[config.mk]
export PLATFORM = sky130hd
export DESIGN_NAME = int_sq_window_tp1
export DESIGN_NICKNAME = d
export VERILOG_FILES = /design/src/rtl/int_sq_window_tp1.sv
export SDC_FILE = /design/constraint.sdc
export NUM_CORES = 1
export LEC_CHECK = 0
export CELL_PAD_IN_SITES_DETAIL_PLACEMENT = 1
export CELL_PAD_IN_SITES_GLOBAL_PLACEMENT = 1
export CORE_AREA = 5 5 233 235
export DETAILED_ROUTE_END_ITERATION = 8
export DIE_AREA = 0 0 238 240
export PLACE_DENSITY = 0.81
export SYNTH_ARGS = -nofsm -noshare
export SYNTH_HDL_FRONTEND = slang
export SYNTH_SLANG_ARGS = --single-unit
[constraint.sdc]
create_clock -name nvdla_core_clk -period 15.4 [get_ports nvdla_core_clk]
set_input_delay 2.31 -clock nvdla_core_clk [delete_from_list [all_inputs] [get_ports nvdla_core_clk]]
set_output_delay 2.31 -clock nvdla_core_clk [all_outputs]
set_load 0.05 [all_outputs]
[src/rtl/int_sq_window_tp1.sv]
// 9-tap sliding window over the channels of a line, squaring each tap for a
// downstream sum. Each line of N channels yields N outputs; taps outside the
// line read zero. After the last channel the window is flushed with four zero
// shifts so the final channels reach the centre tap.
module int_sq_window_tp1 #(
  parameter int unsigned pINT8_BW = 9
) (
  input  logic                  nvdla_core_clk,
  input  logic                  nvdla_core_rstn,
  input  logic                  din_pvld,
  output logic                  din_prdy,
  input  logic [pINT8_BW-1:0]   din_pd,
  input  logic                  din_last,
  input  logic [1:0]            reg2dp_normalz_len,
  output logic [pINT8_BW*2-2:0] sq_pd_int8_0,
  output logic [pINT8_BW*2-2:0] sq_pd_int8_1,
  output logic [pINT8_BW*2-2:0] sq_pd_int8_2,
  output logic [pINT8_BW*2-2:0] sq_pd_int8_3,
  output logic [pINT8_BW*2-2:0] sq_pd_int8_4,
  output logic [pINT8_BW*2-2:0] sq_pd_int8_5,
  output logic [pINT8_BW*2-2:0] sq_pd_int8_6,
  output logic [pINT8_BW*2-2:0] sq_pd_int8_7,
  output logic [pINT8_BW*2-2:0] sq_pd_int8_8,
  output logic                  load_din_d,
  output logic                  load_din_2d,
  output logic                  len5,
  output logic                  len7,
  output logic                  len9,
  output logic                  sum_pvld
);

  localparam int unsigned SqW = 2 * pINT8_BW - 1;

  typedef enum logic [1:0] {StIdle, StRun, StFlush} state_e;

  state_e              state_q, state_d;
  logic [pINT8_BW-1:0] win_q [9];
  logic [pINT8_BW-1:0] win_d [9];
  logic [2:0]          pend_q, pend_d;   // outputs still owed for the current line (0..4)
  logic [1:0]          fcnt_q, fcnt_d;   // flush shift index (0..3)
  logic [1:0]          len_q, len_d;
  logic                load_d_q, load_2d_q, sum_pvld_q;
  logic                accept;
  logic                emit;
  logic [2:0]          flush_rem;
  logic [SqW-1:0]      sq [9];

  assign accept    = din_pvld & din_prdy;
  // Shifts left in the flush including this one; the last pend_q of them emit.
  assign flush_rem = 3'd4 - {1'b0, fcnt_q};

  // FSM state register.
  always_ff @(posedge nvdla_core_clk or negedge nvdla_core_rstn) begin
    if (!nvdla_core_rstn) begin
      state_q <= StIdle;
    end else begin
      state_q <= state_d;
    end
  end

  // FSM next-state logic.
  always_comb begin
    state_d = state_q;
    unique case (state_q)
      StIdle:  if (accept) state_d = din_last ? StFlush : StRun;
      StRun:   if (accept && din_last) state_d = StFlush;
      StFlush: if (fcnt_q == 2'd3) state_d = StIdle;
      default: state_d = StIdle;
    endcase
  end

  // FSM outputs: handshake, emit flag and window/counter next state.
  always_comb begin
    din_prdy = (state_q != StFlush);
    emit     = 1'b0;
    win_d    = win_q;
    pend_d   = pend_q;
    fcnt_d   = fcnt_q;
    len_d    = len_q;
    unique case (state_q)
      StIdle: begin
        // Outside a line the window is zero; a line start loads only win[8].
        for (int k = 0; k < 9; k++) win_d[k] = '0;
        if (accept) begin
          win_d[8] = din_pd;
          pend_d   = 3'd1;
          fcnt_d   = 2'd0;
          len_d    = reg2dp_normalz_len;
        end
      end
      StRun: begin
        if (accept) begin
          for (int k = 0; k < 8; k++) win_d[k] = win_q[k+1];
          win_d[8] = din_pd;
          fcnt_d   = 2'd0;
          if (pend_q == 3'd4) emit = 1'b1;
          else pend_d = pend_q + 3'd1;
        end
      end
      StFlush: begin
        for (int k = 0; k < 8; k++) win_d[k] = win_q[k+1];
        win_d[8] = '0;
        fcnt_d   = fcnt_q + 2'd1;
        if (flush_rem <= pend_q) begin
          emit   = 1'b1;
          pend_d = pend_q - 3'd1;
        end
      end
      default: ;
    endcase
  end

  // Window, counters, latched length and the emit strobe pipeline.
  always_ff @(posedge nvdla_core_clk or negedge nvdla_core_rstn) begin
    if (!nvdla_core_rstn) begin
      for (int k = 0; k < 9; k++) win_q[k] <= '0;
      pend_q     <= 3'd0;
      fcnt_q     <= 2'd0;
      len_q      <= 2'd0;
      load_d_q   <= 1'b0;
      load_2d_q  <= 1'b0;
      sum_pvld_q <= 1'b0;
    end else begin
      win_q      <= win_d;
      pend_q     <= pend_d;
      fcnt_q     <= fcnt_d;
      len_q      <= len_d;
      load_d_q   <= emit;
      load_2d_q  <= load_d_q;
      sum_pvld_q <= load_2d_q;
    end
  end

  // Square via magnitude so the most negative input squares without overflow.
  for (genvar k = 0; k < 9; k++) begin : gen_sq
    logic [pINT8_BW-1:0] mag;
    logic [SqW-1:0]      mag_x;
    assign mag   = win_q[k][pINT8_BW-1] ?
                   (~win_q[k]) + {{(pINT8_BW-1){1'b0}}, 1'b1} : win_q[k];
    assign mag_x = {{(SqW-pINT8_BW){1'b0}}, mag};
    assign sq[k] = mag_x * mag_x;
  end

  assign sq_pd_int8_0 = sq[0];
  assign sq_pd_int8_1 = sq[1];
  assign sq_pd_int8_2 = sq[2];
  assign sq_pd_int8_3 = sq[3];
  assign sq_pd_int8_4 = sq[4];
  assign sq_pd_int8_5 = sq[5];
  assign sq_pd_int8_6 = sq[6];
  assign sq_pd_int8_7 = sq[7];
  assign sq_pd_int8_8 = sq[8];

  assign load_din_d  = load_d_q;
  assign load_din_2d = load_2d_q;
  assign sum_pvld    = sum_pvld_q;
  assign len5        = (len_q == 2'd1);
  assign len7        = (len_q == 2'd2);
  assign len9        = (len_q == 2'd3);

endmodule
Word level (Yosys, flattened, before mapping)
Cells that the tools add are included.
Widths: inputs -> output; s select.

storage, ports and cells
  bits of input ports = 15
  bits in writable memories = 0
  ROM bits = 0
  output and inout bits = 160
  bits in latches = 0
  flip-flop bits (word level) = 93
  memories kept = 0
  word-level logic and storage cells = 102

operators by class
  reductions and logical operators = 10
  div/mod/pow operators = 0
  $mul = 9
  shift-type cells = 0
  multiplexer cells = 28
  bitwise logic cells = 10
  order comparisons = 1
  equality and inequality tests = 15
  add/subtract/negate cells = 13

operator list
  operator             count
  $pmux 81 s3          1
  $mul 9x9->17         9
  $mux 9               10
  $add 9x1->9 const B  9
  $mux 81              1
  $not 9->9            9
  $ne 2x2->1 const B   7
  $mux 3               4
  $mux 2               5
  $pmux 3 s3           1
  $eq 2x2->1 const B   4
  $pmux 2 s3           1
  $reduce_and 2->1     3
  $reduce_and 5->1     1
  $eq 2x1->1 const B   2
  $pmux 2 s2           1
  $add 3x1->3 const B  1
  $eq 3x3->1 const B   1
  $le 3x3->1           1
  $mux 1               3
  $reduce_and 3->1     1
  $reduce_bool 3->1    1
  $sub 3x1->3 const B  1
  $sub 3x2->3 const A  1
  other kinds (8)      8

Longest topological paths before layout
Gate-level depths: netlist (run 1).

  word-level depth = 5
  gate-level depth with buffers = 23
  mapped depth without buffers = 23

Worst setup path before layout (run 1)
Ideal clock, no wire load.

  path kind = register to output
  start point = register win_q[27] (netlist name)
  end point = output port sq_pd_int8_5[16]
  buffers on the path = 1
  stages on the path, launching flop included = 21
  slack = 7.179 ns
  data arrival time = 5.911 ns
  cell sequence = dfrtp_1 > buf_6 > inv_1 > ha_1 > or3b_2 > nor4_1 > and2_1 > inv_1 > fa_1 > inv_1 > fa_1 > fa_1 > inv_1 > fa_1 > inv_1 > ha_1 > and3_1 > nand2_1 > o21ai_0 > a31oi_1 > xnor2_1

between the ends
  cells in the longest elaborated chain, start to end = 4

ends and longest elaborated chain
  element                 RTL line  source
  from (decl)             37        logic [pINT8_BW-1:0] win_q [9];
  from (signal assigned)  124       win_q <= win_d;
  $not 9->9               139       (~win_q[k]) + {{(pINT8_BW-1){1'b0}}, 1'b1} : win_q[k];
  $add 9x1->9             139
  $mux 9 *                138       assign mag = win_q[k][pINT8_BW-1] ?
  $mul 9x9->17 *          141       assign sq[k] = mag_x * mag_x;
  to (decl)               20        output logic [pINT8_BW*2-2:0] sq_pd_int8_5,

Every way passes the cells marked *; elsewhere a longest branch is shown, timed or not.

Final worst setup path (run 1)
  start point = register win_q[36] (netlist name)
  end point = output port sq_pd_int8_4[15]

between the ends
  cells in the longest elaborated chain, start to end = 4

ends and longest elaborated chain
  element         RTL line  source
  $not 9->9       139
  $add 9x1->9     139
  $mux 9 *        138
  $mul 9x9->17 *  141
  to (decl)       19        output logic [pINT8_BW*2-2:0] sq_pd_int8_4,

Marks and branches as above.

==> reports/metrics.csv, run 1 <==
metric;value;unit
part of the Yosys area used for sequential elements;10.1;%
post-route ant nets;0;
Final nets;3618;
Mapped Area;0.0231;mm^2
initial DRC count;618;
CP required;13090;ps
clk slew on worst S/H paths;70;ps
I/O Pins;175;
Yosys top cell by area;fa_1;
Post-Layout Cell Count;3668;
ANT cells;0;
clk sinks;93;
Max transition margin;28.7;%
CP Class;flop to primary output;
hold_buf cts;0;
placed cell areas;0.0254;mm^2
die area;0.0571;mm^2
kind of launch point of the worst setup path;flop;
FFs w/ async S/R, synth;100;%
first-pass GRT wire length;100000;um
fmax;103;MHz
initial core utilization;44.4;%
synthesis-to-layout area growth;11.7;%
DR vias/cell;5.07;
Fin Setup TNS;0;ps
number of synthesized flops with an enable pin;0;
initial antenna violation count;1;
pwr/cell area;81.8;mW/mm^2
Mapped Cells;2813;
Final Max Slew Viols;0;
count of different cell masters after synthesis;70;
core box area;0.0520;mm^2
Routed WL;57800;um
endpoints failing setup;0;
reg2reg start;state_q[0]$_DFFE_PN0P_;
maxcap violations;0;
min-delay src;load_din_2d$_DFF_PN0_;
Resize count post-CTS;0;
Syn Area/Cell;8.20;um^2
Synth area leaders;fa_1 (26%), ha_1 (18%), inv_1 (10%);
clk buf depth;2;
clk_skew;11.9;ps
Setup crit end kind;primary output;
Remaining DRCs;0;
#FFs+latches synth;93;
Slew @ Worst Pin;1070;ps
crit path from;win_q[36]$_DFFE_PN0P_;
routed len/inst;15.8;um
root buf cell;clkbuf_16;
P_leak;13.4;nW
largest net degree at the start of global routing;128;
RD Place Congestion;0.854;
Final Cell Area;0.0258;mm^2
fraction of layout cells with a size suffix above 1;2.05;%
critical-path maximum fanout;10;
die height;240;um
CTS tree;built;
fin crit share;63.2;%
final hold violation count;0;
Fin Hold WS;383;ps
total track usage;20.6;%
pre-CTS WS;6080;ps
# H-tree levels;3;
setup bufs post-CTS;0;
drt first pass iters;4;
minimum period implied by the final worst setup slack;9730;ps
DIE WIDTH;238;um
worst setup margin;5670;ps
latest clock arrival within the worst-skew pair;360;ps
top cell type's share of synthesized area;26.2;%
Final Power;2.11;mW
grt ovf;0;
HP Class;flop to flop;
post-layout utilization of the core;49.5;%
hpwl dp;50200;um
status;finished clean;
number of global-route vias before repair;21400;
Max IR drop VDD;352;uV
vias;18600;
total CTS buffers;9;
input/output buffers;165;
cell count after placement;3652;
CP Data Arrival Time;7420;ps
synth warn;0;
RSZ-0062 raised after global routing;no;
site row count;84;
ys flop type;dfrtp_1;
==> sequential cells by signal (all words and copies together) (netlist names) <==
| register | cells |
|---|---|
| state_q | 2 |
| win_q | 81 |
| load_din_2d | 1 |
| load_din_d | 1 |
| pend_q | 3 |
| sum_pvld | 1 |
| len_q | 2 |
| fcnt_q | 2 |
==> final timing paths <==
kind	to	slack [ps]	cells past startpoint
hold reg to reg	sum_pvld$_DFF_PN0_	380	0
min in group asynchronous	sum_pvld$_DFF_PN0_	1890	1
max in group asynchronous	win_q[69]$_DFFE_PN0P_	12300	2
setup / recovery	sq_pd_int8_4[15]	5670	20
hold / removal	sum_pvld$_DFF_PN0_	380	0
setup reg to reg	win_q[45]$_DFFE_PN0P_	12400	7
==> power breakdown <==
part	leakage [nW]	total [mW]	switching, mW	internal, mW
Combinational	12.0	1.55	1.01	0.537
Clock	0.166	0.252	0.103	0.150
Sequential	1.28	0.310	0.0399	0.270
Total	13.4	2.11	1.15	0.956
==> area by class of cell <==
cell class                 instances  area [um^2]
tap                              688          861
clock inverter                     6         97.6
sequential                        93         2330
fill                            6300        26200
multi-input combinational       2066        18200
inverter                         636         2390
clock buffer                      10          239
timing repair buffer             169         1680
==> critical path, cell delays in order, from the launching register on <==
cell	delay, ps
dfrtp_1	530
inv_1	200
ha_1	330
mux2i_1	720
nor2_1	220
xor2_1	240
ha_1	330
inv_1	60
fa_1	510
inv_1	60
fa_1	530
inv_1	60
fa_1	530
inv_1	40
ha_1	300
o21a_1	140
a2111oi_0	720
o21ai_0	240
a21oi_1	230
xnor2_1	190
clkdlybuf4s50_1	870
==> layer usage <==
layer / GRT usage [%] / part of all wire, % / up-vias / wire length, um
met4: 4.00 / 1.7 / 2 / 992
met5: 0 / 0.022 / - / 13
met1: 24.4 / 42 / 9320 / 24400
met2: 40.4 / 54 / 186 / 31200
li1: - / - / 9026 / -
met3: 2.02 / 2.1 / 74 / 1210
==> cell usage after synthesis, types with 18 or more instances <==
| cell | instances |
|---|---|
| a21o_1 | 28 |
| a21oi_1 | 101 |
| buf_4 | 18 |
| clkbuf_1 | 39 |
| dfrtp_1 | 93 |
| fa_1 | 302 |
| ha_1 | 326 |
| inv_1 | 628 |
| nand2_1 | 289 |
| nand2b_1 | 45 |
| nor2_1 | 267 |
| nor2b_1 | 18 |
| o21a_1 | 23 |
| o21ai_0 | 160 |
| xnor2_1 | 135 |
| xor2_1 | 80 |
==> layout by cell type, fill, tap and decap left out, drive strengths merged, types with 7 or more instances in the layout <==
cell type,instances
o31ai,11
xnor2,136
a211oi,7
mux2,7
or3,7
xor2,81
conb,56
nand2,289
inv,637
nor4,17
nand2b,45
o21a,23
nor2b,18
a21boi,7
nor3,17
o21ai,162
clkbuf,10
and2,16
clkdlybuf4s50,164
o22ai,11
a21oi,101
a31oi,13
mux2i,10
fa,302
a21o,28
or2,10
o31a,10
ha,326
o21bai,13
a22o,10
nor2,268
dfrtp,93
nand3,14
o41ai,8
==> logic make-up after synthesis <==
group | after synthesis | share of synthesized area [%]
other cells | 2 | 0.0325
xor+xnor | 217 | 8.30
flops | 93 | 10.1
mux | 17 | 0.775
fa+ha+maj | 628 | 43.9
compound gates | 425 | 11.3
buf+inv | 708 | 12.0
simple gates | 723 | 13.6
Note: power is estimated with default switching activity, not from simulation.
==> inputs of run 2 (changes only) <==
Settings changed: CORE_AREA 5 5 233 235 to 5 5 241 243, DIE_AREA 0 0 238 240 to 0 0 246 248, PLACE_DENSITY 0.81 to 0.8.
Clock period 15.4 ns to 8.94 ns, I/O delays scaled along.
==> run 2 against run 1 <==
Net effect: clock skew down 3.2 ps; worst hold slack better by 8.5 ps; final cell count up 2.1%; count of clock-buffer cells in the layout unchanged; setup slack worse by 5200 ps; cell area up 0.43%; sequential power up 73%; first-iteration DRC count down 11%; non-clock buffer count up 8; critical path depth up 3; combinational power up 75%; sequential share of layout area about the same; critical path type unchanged.
==> reports/metrics.csv, run 2 (synthesis gave the netlist of run 1 again) <==
metric;value;unit
HP Class;flop to flop;
Slowest cell on crit path;clkdlybuf4s50_1;
kind of cell adding the most delay to the critical path;adder cells;
cell-by-cell trace of the critical path;inv_1, ha_1, nand2b_1, o41ai_1, xnor2_2, inv_2, nor2_1, inv_1, fa_1, inv_1, fa_1, inv_1, fa_1, fa_1, inv_1, ha_1, o21ai_0, o21ai_0, a211oi_1, nor2_1, a31oi_1, xnor2_1, clkdlybuf4s50_1;
metal2 WL;32000;um
DIE WIDTH;246;um
setup bufs post-CTS;0;
reg2reg setup slack;5880;ps
die area;0.0610;mm^2
Worst path most repeated cell;inv_1;
initial core utilization;41.4;%
vias;18700;
Worst Path Buf+Inv;7;
post-route ant nets;0;
routed len/inst;15.5;um
# H-tree levels;3;
latest clock arrival within the worst-skew pair;350;ps
Final Power;3.61;mW
hold_buf cts;0;
number of global-route vias before repair;21200;
first-pass GRT wire length;99500;um
status;finished clean;
pwr/cell area;139;mW/mm^2
Max IR drop VDD;1030;uV
I/O Pins;175;
RSZ-0062 raised after global routing;no;
total CTS buffers;9;
# fillers;6782;
input/output buffers;165;
Setup crit end kind;primary output;
CP Data Arrival Time;7140;ps
WL met1;24100;um
critical-path maximum fanout;9;
Final nets;3626;
minimum period implied by the final worst setup slack;8480;ps
DR top layer;met4;
Resize count post-CTS;0;
site row count;87;
maxcap violations;0;
CP required;7600;ps
fmax;118;MHz
root buf cell;clkbuf_16;
Slew @ Worst Pin;1210;ps
Routed WL;58100;um
final hold violation count;0;
hpwl dp;50900;um
Fin Hold WS;392;ps
DR vias/cell;4.99;
fraction of layout cells with a size suffix above 1;2.34;%
RD Place Congestion;0.852;
CTS tree;built;
CP Class;flop to primary output;
fin crit share;94.9;%
biggest regs;win_q: 81 flops, pend_q: 3 flops;
initial antenna violation count;0;
Final Max Slew Viols;0;
grt ovf;0;
Most flops, register;win_q;
most frequent cells in the layout;inv_1 (628), ha_1 (326), fa_1 (302), nand2_1 (289), nor2_1 (267);
initial DRC count;552;
worst setup margin;455;ps
Remaining DRCs;0;
max reg flops;81;
total track usage;19.3;%
Fin Setup TNS;0;ps
clk buf depth;2;
clk sinks;93;
drt first pass iters;4;
endpoints failing setup;0;
met3 wire len;1290;um
largest net degree at the start of global routing;125;
Post-Layout Cell Count;3744;
ANT cells;0;
max incr delay on CP;840;ps
cell count after placement;3728;
die height;248;um
synthesis-to-layout area growth;12.2;%
most common cell after layout, fill and taps aside;inv_1;
pre-CTS WS;616;ps
clk_skew;8.73;ps
P_leak;13.5;nW
Max transition margin;18.8;%
core box area;0.0557;mm^2
kind of launch point of the worst setup path;flop;
clk slew on worst S/H paths;70;ps
## run 2: stage by stage
step                area [um^2]  util, %
floorplan                 23300        -
global placement          25600     45.9
detailed placement        25600     45.9
CTS                       25900     46.4
global route              25900     46.5
finish                    25900     46.5
## run 2: report_power, final
group	switching, mW	internal [mW]
registers	0.0708	0.465
logic	1.78	0.935
clock network	0.170	0.191
## run 2: area by class of cell
type                            instances  area, um^2  area share [%]
Clock inverter                          6        47.5           0.184
Multi-Input combinational cell       2066       18200            70.3
Sequential cell                        93        2330            8.99
Timing Repair Buffer                  177        1750            6.76
Clock buffer                           10         229           0.884
Tap cell                              756         946            3.65
Inverter                              636        2390            9.22
## run 2: per-layer routing
layer / vias to the layer above / GRT usage (%)
li1: 9033 / -
met1: 9410 / 22.5
met2: 188 / 38.5
met3: 62 / 2.23
met4: 0 / 3.05
met5: - / 0
## run 2: final timing paths
check                      cells after the start                     to                    from
min                                            0  load_din_2d$_DFF_PN0_    load_din_d$_DFF_PN0_
max in group asynchronous                      2  win_q[74]$_DFFE_PN0P_         nvdla_core_rstn
max reg2reg                                    7  win_q[76]$_DFFE_PN0P_  state_q[0]$_DFFE_PN0P_
min reg2reg                                    0  load_din_2d$_DFF_PN0_    load_din_d$_DFF_PN0_
max                                           23       sq_pd_int8_1[15]   win_q[63]$_DFFE_PN0P_
min in group asynchronous                      1   load_din_d$_DFF_PN0_         nvdla_core_rstn
